===== config.mk =====
export PLATFORM = sky130hd
export DESIGN_NAME = accum_sched
export DESIGN_NICKNAME = d
export VERILOG_FILES = /design/src/rtl/accum_pkg.sv /design/src/rtl/rr_arbiter.sv /design/src/rtl/accum_sched.sv
export SDC_FILE = /design/constraint.sdc
export NUM_CORES = 1
export LEC_CHECK = 0
export CELL_PAD_IN_SITES_DETAIL_PLACEMENT = 1
export CELL_PAD_IN_SITES_GLOBAL_PLACEMENT = 1
export CORE_UTILIZATION = 30
export CTS_CLUSTER_SIZE = 30
export DETAILED_ROUTE_END_ITERATION = 16
export PLACE_DENSITY_LB_ADDON = 0.2
export SKIP_CTS_REPAIR_TIMING = 1
export SYNTH_ARGS = -nofsm -noshare
export SYNTH_HDL_FRONTEND = slang
export SYNTH_SLANG_ARGS = --single-unit

===== constraint.sdc =====
create_clock -name clk -period 2.4 [get_ports clk]
set_input_delay 0.48 -clock clk [delete_from_list [all_inputs] [get_ports clk]]
set_output_delay 0.48 -clock clk [all_outputs]
set_load 0.02 [all_outputs]

===== src/rtl/accum_pkg.sv =====
// Shared state encoding and default widths for the accumulator scheduler.
package accum_pkg;
   typedef enum logic [2:0] {IDLE, CLR, ACCUM, DRAIN, RESULT} state_t;

   localparam int DEF_N_REQ = 2;
   localparam int DEF_IN_W  = 4;
   localparam int DEF_ACC_W = 16;
   localparam int DEF_LEN_W = 4;
endpackage


===== src/rtl/rr_arbiter.sv =====
// Combinational round-robin pick: first set request scanning upward from ptr, wrapping.
module rr_arbiter
   import accum_pkg::*;
#(
   parameter int N_REQ = DEF_N_REQ,
   parameter int IDW   = $clog2(DEF_N_REQ)
) (
   input  logic [N_REQ-1:0] req,
   input  logic [IDW-1:0]   ptr,
   output logic [N_REQ-1:0] gnt,
   output logic [IDW-1:0]   id,
   output logic             any
);
   always_comb begin
      int idx;
      idx = 0;
      gnt = '0;
      id  = '0;
      any = 1'b0;
      for (int k = 0; k < N_REQ; k++) begin
         idx = int'(ptr) + k;
         if (idx >= N_REQ) idx = idx - N_REQ;
         if (!any && req[idx]) begin
            any      = 1'b1;
            gnt[idx] = 1'b1;
            id       = IDW'(idx);
         end
      end
   end
endmodule


===== src/rtl/accum_sched.sv =====
// Round-robin scheduler sharing one external accumulator among N_REQ requesters;
// drives the datapath clear/load controls and returns each job's sum on a result handshake.
module accum_sched
   import accum_pkg::*;
#(
   parameter int N_REQ = DEF_N_REQ,
   parameter int IN_W  = DEF_IN_W,
   parameter int ACC_W = DEF_ACC_W,
   parameter int LEN_W = DEF_LEN_W
) (
   input  logic                     clk,
   input  logic                     Rst,
   input  logic [N_REQ-1:0]         req,
   input  logic [N_REQ*LEN_W-1:0]   req_len,
   input  logic [N_REQ-1:0]         in_valid,
   input  logic [N_REQ*IN_W-1:0]    in_data,
   output logic [N_REQ-1:0]         in_ready,
   output logic [N_REQ-1:0]         grant,
   output logic                     acc_clr,
   output logic                     acc_load,
   output logic [IN_W-1:0]          acc_ln,
   input  logic [ACC_W-1:0]         acc_out,
   output logic                     res_valid,
   output logic [ACC_W-1:0]         res_data,
   output logic [$clog2(N_REQ)-1:0] res_id,
   output logic                     res_ovf,
   input  logic                     res_ready
);
   localparam int IDW = $clog2(N_REQ);

   state_t           state, nxt;
   logic [IDW-1:0]   owner, rr_ptr, arb_id, ptr_nxt;
   logic [N_REQ-1:0] arb_gnt;
   logic             arb_any;
   logic [LEN_W-1:0] cnt, arb_len;
   logic             ovf, xfer;
   logic [IN_W-1:0]  op;

   // Carry out of the datapath add at ACC_W bits, i.e. the sum wrapped this transfer.
   function automatic logic carry_out(input logic [ACC_W-1:0] a, input logic [IN_W-1:0] b);
      logic [ACC_W:0] s;
      s = {1'b0, a} + {{(ACC_W + 1 - IN_W){1'b0}}, b};
      return s[ACC_W];
   endfunction

   rr_arbiter #(.N_REQ(N_REQ), .IDW(IDW)) u_arb (
      .req (req),
      .ptr (rr_ptr),
      .gnt (arb_gnt),
      .id  (arb_id),
      .any (arb_any)
   );

   assign ptr_nxt = (owner == IDW'(N_REQ - 1)) ? '0 : owner + IDW'(1);

   always_comb begin
      op       = '0;
      arb_len  = '0;
      in_ready = '0;
      for (int i = 0; i < N_REQ; i++) begin
         if (IDW'(i) == owner) begin
            op          = in_data[i*IN_W +: IN_W];
            in_ready[i] = (state == ACCUM);
         end
         if (IDW'(i) == arb_id) arb_len = req_len[i*LEN_W +: LEN_W];
      end
      xfer      = |(in_valid & in_ready);
      acc_load  = xfer;
      acc_ln    = xfer ? op : '0;
      acc_clr   = (state == CLR);
      res_valid = (state == RESULT);
      nxt       = state;
      case (state)
         IDLE:    if (arb_any) nxt = CLR;
         CLR:     nxt = (cnt == '0) ? DRAIN : ACCUM;
         ACCUM:   if (xfer && cnt == LEN_W'(1)) nxt = DRAIN;
         DRAIN:   nxt = RESULT;
         RESULT:  if (res_ready) nxt = IDLE;
         default: nxt = IDLE;
      endcase
   end

   always_ff @(posedge clk) begin
      if (Rst) begin
         state    <= IDLE;
         rr_ptr   <= '0;
         owner    <= '0;
         cnt      <= '0;
         ovf      <= 1'b0;
         grant    <= '0;
         res_data <= '0;
         res_id   <= '0;
         res_ovf  <= 1'b0;
      end else begin
         state <= nxt;
         case (state)
            IDLE: if (arb_any) begin
               owner <= arb_id;
               cnt   <= arb_len;
               grant <= arb_gnt;
            end
            CLR: ovf <= 1'b0;
            ACCUM: if (xfer) begin
               cnt <= cnt - LEN_W'(1);
               ovf <= ovf | carry_out(acc_out, acc_ln);
            end
            // Register has absorbed the last load by now; snapshot the result.
            DRAIN: begin
               res_data <= acc_out;
               res_ovf  <= ovf;
               res_id   <= owner;
            end
            RESULT: if (res_ready) begin
               rr_ptr <= ptr_nxt;
               grant  <= '0;
            end
            default: ;
         endcase
      end
   end
endmodule

==> run_results.csv, run 1 <==
group,metric,value,unit
status,status,"finished clean",
sta,fin_crit,2.32,ns
critical_path,regToRegEndpoint,"ovf",
power,ir_drop,0.292,mV
critical_path,worstSetupStartpointType,"register",
finish,final_nets,310,
placed_design,place.gp.congestion,0.745,
route,wl_per_cell,14.1,um
sta,maxSlewViolCount,0,
sta,whs,0.450,ns
finish,drive_above_1_share,0.113,
yosys,ys_seq_elements,30,
clock_network,cts_max_path_buffers,2,
floorplanning,coreArea,0.00511,mm2
route,ant_nets,0,
yosys,yosys-top-cells-count,"nand2_1 (40), dfxtp_1 (30), a21oi_1 (26)",
route,drtPass1Iterations,4,
hold_path,min_to,"res_ovf",
route,drt-initial-drc-count,51,
critical_path,reg2reg_depth,9,
finish,area_growth,57.6,%
sta,rsz0062_at_grt,"no",
yosys,synth.distinct_cells,48,
global_routing,grt_use_total,0.182,
placed_design,dpl.hpwl,3.63,mm
critical_path,rrSetupSlack,0.34,ns
route,avgViaCountPerCell,4.85,
yosys,syn-num-nets,236,
yosys,synthArstFlopShare,0,
yosys,yosys-top-cells-area,"dfxtp_1 (38%), nand2_1 (9.4%), a21oi_1 (8.2%)",
critical_path,r2r-start,"owner",
yosys,synth_top_area_frac,0.378,
yosys,synthCells,191,
yosys,seq_area_frac_synth,0.378,
global_routing,grt_pass1_wl,7.61,mm
yosys,synth_warnings,0,
floorplanning,die_w,74.8,um
hold_path,worstHoldPathCells,2,
floorplanning,rows,26,
yosys,avgSynthCellArea,8.32,um2
floorplanning,initial_core_util,0.311,
critical_path,criticalPathCategory,"reg -> out",
sta,setup_viol,0,
clock_network,cts_tree,"done",
critical_path,cp-end-kind,"output pin",
global_routing,grt_max_degree,20,
clock_network,cts_root_buf,"clkbuf_8",
global_routing,grt_pass1_vias,1617,
sta,hold_viol,0,
critical_path,worstPathRequired,1.92,ns
power,powerDensity,889,mW/mm2
global_routing,antenna_found_initial,0,
sta,worstMarginPinSlew,0.704,ns
clock_network,cts_buffers,5,
clock_network,clk_latency,0.28,ns
sta,max-slew-margin-rel,0.530,
route,dr_total_vias,1625,
floorplanning,die-area,0.00559,mm2
yosys,synth-main-ff-cell,"dfxtp_1",
floorplanning,dieHeight,74.8,um
yosys,synth_edf_count,0,
critical_path,critical_path.max_fanout,5,
floorplanning,pin_count,68,
hold_path,hold_path_class,"reg -> reg",
global_routing,overflow,0,
sta,period_share,0.965,
hold_path,min-delay-start,"ovf",
power,power.leakage,1.01,nW
route,wl,4.73,mm
sta,fmax,0.432,GHz
critical_path,setup.worst_path.start,"state[2]",
critical_path,worstPathArrival,1.84,ns
sta,finClkSkew,0.00710,ns
clock_network,clk_pin_slew,0.07,ns
clock_network,htreeDepth,2,
route,drt_drc_violations_left,0,
finish,antenna_cells,0,
flow_run,drv_cap,0,
clock_network,clock-sinks,30,
yosys,netlist_area,0.00159,mm2
placed_design,port_buffers,67,
yosys,yosysMostFrequentCell,"nand2_1",
finish,fillers,612,
finish,final_util,0.490,
yosys,yosys.area.top_type,"dfxtp_1",
layout by cell type, fill, tap and decap left out, types with 2 or more instances in the layout:
cell type,instances
nor2_1,10
clkdlybuf4s50_1,61
a21oi_1,26
a311oi_1,2
nand2_1,40
o21ai_0,2
a21boi_0,3
and2_1,2
dfxtp_1,30
nand3b_1,2
nand4b_1,2
clkbuf_8,6
buf_4,13
inv_1,5
mux2i_1,5
nand2b_1,3
o22ai_1,2
dlymetal6s2s_1,6
nor3_1,5
nand4_1,4
o31ai_1,2
a21o_1,2
ha_1,6
worst max-delay path, cell delays in order (launching register included):
cell             delay, ns
dfxtp_1               0.39
or3b_1                0.43
nor2_1                0.11
clkdlybuf4s50_1       0.62
report_power, final:
part | internal, mW | switching [mW]
Clock | 0.332 | 0.187
Sequential | 0.594 | 0.0927
Combinational | 0.486 | 0.535
worst max path at each step:
stage,to,slack (ns),cells past startpoint
after global placement,acc_ln[2],-0.03,5
after global routing,in_ready[0],0.006,3
after floorplan,ovf,0.16,9
final,in_ready[0],0.08,3
after CTS,acc_ln[2],-0.09,5
after detailed placement,acc_ln[1],-0.07,5
routing by layer:
metal  part of all wire  vias up  track usage
met5                  0        -            0
met4              0.012        0       0.0713
met3              0.047        5       0.0535
met2               0.47       41        0.283
met1               0.47      756        0.238
li1                   -      823            -
state kept, by name, summed over array words and instances, names as in the netlist:
name and cells:
cnt 4, grant 2, ovf 1, owner 1, res_data 16, res_id 1
res_ovf 1, rr_ptr 1, state 3
final cells by class:
type                            instances  area [um2]  share of cell area
Multi-Input combinational cell        143         902               0.360
Clock buffer                            6        82.6              0.0330
Sequential cell                        30         601               0.240
Tap cell                               70        87.6              0.0350
Clock inverter                          1        30.0              0.0120
Inverter                                5        18.8             0.00749
Timing Repair Buffer                   80         783               0.313
metrics by stage:
| stage | std cells | total power [mW] | setup slack, ns | TNS (ns) | area (um2) |
|---|---|---|---|---|---|
| global route | 335 | 2.39 | 0.00635 | 0 | 2500 |
| floorplan | 191 | 1.35 | 0.158 | 0 | 1590 |
| global placement | 328 | 1.70 | -0.0348 | -0.0672 | 2370 |
| CTS | 335 | 2.26 | -0.0891 | -0.246 | 2480 |
| finish | 335 | 2.23 | 0.0846 | 0 | 2500 |
| detailed placement | 328 | 1.72 | -0.0749 | -0.238 | 2370 |
cell families after synthesis:
| group | after synthesis | synth area share |
|---|---|---|
| and+or+nand+nor | 78 | 0.247 |
| AOI/OAI and AO/OA | 51 | 0.218 |
| DFF | 30 | 0.378 |
| buffers and inverters | 18 | 0.0575 |
| muxes | 6 | 0.0409 |
| adders and majority gates | 6 | 0.0472 |
| xor gates and xnor gates | 2 | 0.0110 |
No activity file was read; power rests on OpenSTA's default activity.
==> run 2: changes to the inputs <==
ABC_AREA = 1   (was not set)
CORE_UTILIZATION = 29   (was 30)
CTS_CLUSTER_DIAMETER = 40   (was not set)
==> run_results.csv, run 2 <==
group,metric,value,unit
floorplanning,die-area,0.00582,mm2
floorplanning,die_w,76.3,um
clock_network,htreeDepth,2,
yosys,yosys.area.top_type,"dfxtp_1",
route,drtPass1Iterations,4,
global_routing,antenna_found_initial,0,
hold_path,hold_path_class,"reg -> reg",
global_routing,overflow,0,
power,power.leakage,1.18,nW
yosys,synth-main-ff-cell,"dfxtp_1",
finish,drive_above_1_share,0.164,
yosys,synthCells,220,
sta,worstMarginPinSlew,0.466,ns
floorplanning,dieHeight,76.3,um
yosys,seq_area_frac_synth,0.375,
critical_path,worstSetupStartpointType,"register",
sta,period_share,0.917,
sta,whs,0.467,ns
placed_design,port_buffers,67,
route,drt_drc_violations_left,0,
placed_design,place.gp.congestion,0.790,
sta,fmax,0.454,GHz
power,finalPower,2.33,mW
floorplanning,rows,26,
critical_path,critical_path.max_fanout,6,
clock_network,clk_latency,0.29,ns
route,dr_total_vias,1676,
clock_network,clk_pin_slew,0.07,ns
clock_network,cts_tree,"done",
yosys,netlist_area,0.00160,mm2
clock_network,cts_root_buf,"clkbuf_8",
floorplanning,initial_core_util,0.308,
global_routing,grt_max_degree,25,
power,powerDensity,923,mW/mm2
power,ir_drop,0.435,mV
finish,final_nets,342,
status,status,"finished clean",
critical_path,rrSetupSlack,0.49,ns
global_routing,grt_use_total,0.183,
finish,layout_commonest_cell,"clkdlybuf4s50_1",
placed_design,dpl.hpwl,3.74,mm
yosys,synth_edf_count,0,
yosys,synth_warnings,0,
yosys,syn-num-nets,265,
clock_network,clock-sinks,30,
route,drt-initial-drc-count,49,
yosys,synthArstFlopShare,0,
yosys,synth_top_area_frac,0.375,
global_routing,grt_pass1_wl,8.40,mm
route,ant_nets,0,
finish,top_regs,"res_data: 16 flops, cnt: 4 flops, state: 3 flops",
finish,layout_common_cells,"clkdlybuf4s50_1 (60), nand2_1 (39), dfxtp_1 (30), nor2_1 (22), inv_1 (20)",
global_routing,grt_pass1_vias,1706,
sta,rsz0062_at_grt,"no",
route,avgViaCountPerCell,4.55,
critical_path,cpPeakStageDelay,0.62,ns
critical_path,criticalPathCategory,"reg -> out",
sta,setup_viol,0,
yosys,avgSynthCellArea,7.28,um2
clock_network,cts_buffers,5,
floorplanning,coreArea,0.00520,mm2
finish,antenna_cells,0,
finish,area_growth,57.8,%
critical_path,crit_chain,"nor2_2 > inv_1 > nor2_4 > clkdlybuf4s50_1",
route,wl_per_cell,13.3,um
floorplanning,pin_count,68,
finish,top_register,"res_data",
sta,finClkSkew,0.00367,ns
flow_run,drv_cap,0,
yosys,yosys-top-cells-count,"nand2_1 (39), dfxtp_1 (30), nor2_1 (22)",
sta,fin_crit,2.20,ns
sta,hold_viol,0,
sta,maxSlewViolCount,0,
critical_path,worstPathRequired,1.92,ns
sta,setup-tns-final,0,ns
critical_path,cpMaxStageDelayCell,"clkdlybuf4s50_1",
finish,final_util,0.486,
route,wl,4.91,mm
yosys,yosysMostFrequentCell,"nand2_1",
critical_path,cp-end-kind,"output pin",
yosys,ys_seq_elements,30,
critical_path,worstPathArrival,1.72,ns
yosys,yosys-top-cells-area,"dfxtp_1 (38%), nand2_1 (9.1%), a21oi_1 (5.9%)",
yosys,synth.distinct_cells,29,
clock_network,cts_max_path_buffers,2,
sta,max-slew-margin-rel,0.689,
finish,largest_reg_flops,16,
run 2: cell types whose count changed in the layout (fill, tap and decap cells not counted), sizes merged, moves of 3 or more:
cell / change
a21boi: -3
a21oi: -4
buf: -4
inv: +24
mux2i: -5
nand2b: -3
nand3: +5
nor2: +28
o21ai: +26
run 2: cell families (layout without fill, tap and decap cells):
family,count (synthesis),after routing,synth area share
and+or+nand+nor,91,91,0.266
DFF,30,30,0.375
xor gates and xnor gates,2,2,0.0109
buffers and inverters,35,113,0.105
adders and majority gates,6,6,0.0469
AOI/OAI and AO/OA,56,56,0.195
run 2: report_power, final:
part | internal (mW) | switching, mW | total, mW | leakage (nW)
Sequential | 0.608 | 0.0805 | 0.689 | 0.244
Clock | 0.443 | 0.204 | 0.647 | 0.0714
Combinational | 0.421 | 0.576 | 0.997 | 0.864
Total | 1.47 | 0.861 | 2.33 | 1.18
run 2: layout make-up:
| type | instances | area [um2] |
|---|---|---|
| Multi-Input combinational cell | 155 | 832 |
| Timing Repair Buffer | 76 | 756 |
| Inverter | 29 | 109 |
| Tap cell | 70 | 87.6 |
| Sequential cell | 30 | 601 |
| Clock inverter | 2 | 60.1 |
| Clock buffer | 6 | 82.6 |
| Fill cell | 651 | 2680 |
run 2: per-layer routing:
| metal | track usage | part of all wire |
|---|---|---|
| met1 | 0.234 | 0.48 |
| met2 | 0.296 | 0.46 |
| met3 | 0.0383 | 0.039 |
| met4 | 0.0808 | 0.019 |
| met5 | 0 | 0 |
run 2: worst max-delay path, delay by kind of cell (launching register included):
kind / cells / cell delay, ns
buffers and inverters: 2 / 0.71
DFF: 1 / 0.40
and+or+nand+nor: 2 / 0.32
run 2: path summary, 6_finish.rpt:
path	startpoint	to	cells past startpoint
worst max register to register	state[2]	ovf	15
worst min-delay path	ovf	ovf	2
worst max-delay path	state[1]	res_valid	4
worst min register to register	ovf	ovf	2
run 2: stage by stage:
stage	cells	instance area (um2)	setup WS [ns]
6_report	368	2530	0.199
3_3_place_gp	360	2370	-0.0464
4_1_cts	368	2510	-0.138
5_1_grt	368	2530	0.124
3_5_place_dp	360	2370	-0.121
2_1_floorplan	220	1600	0.265
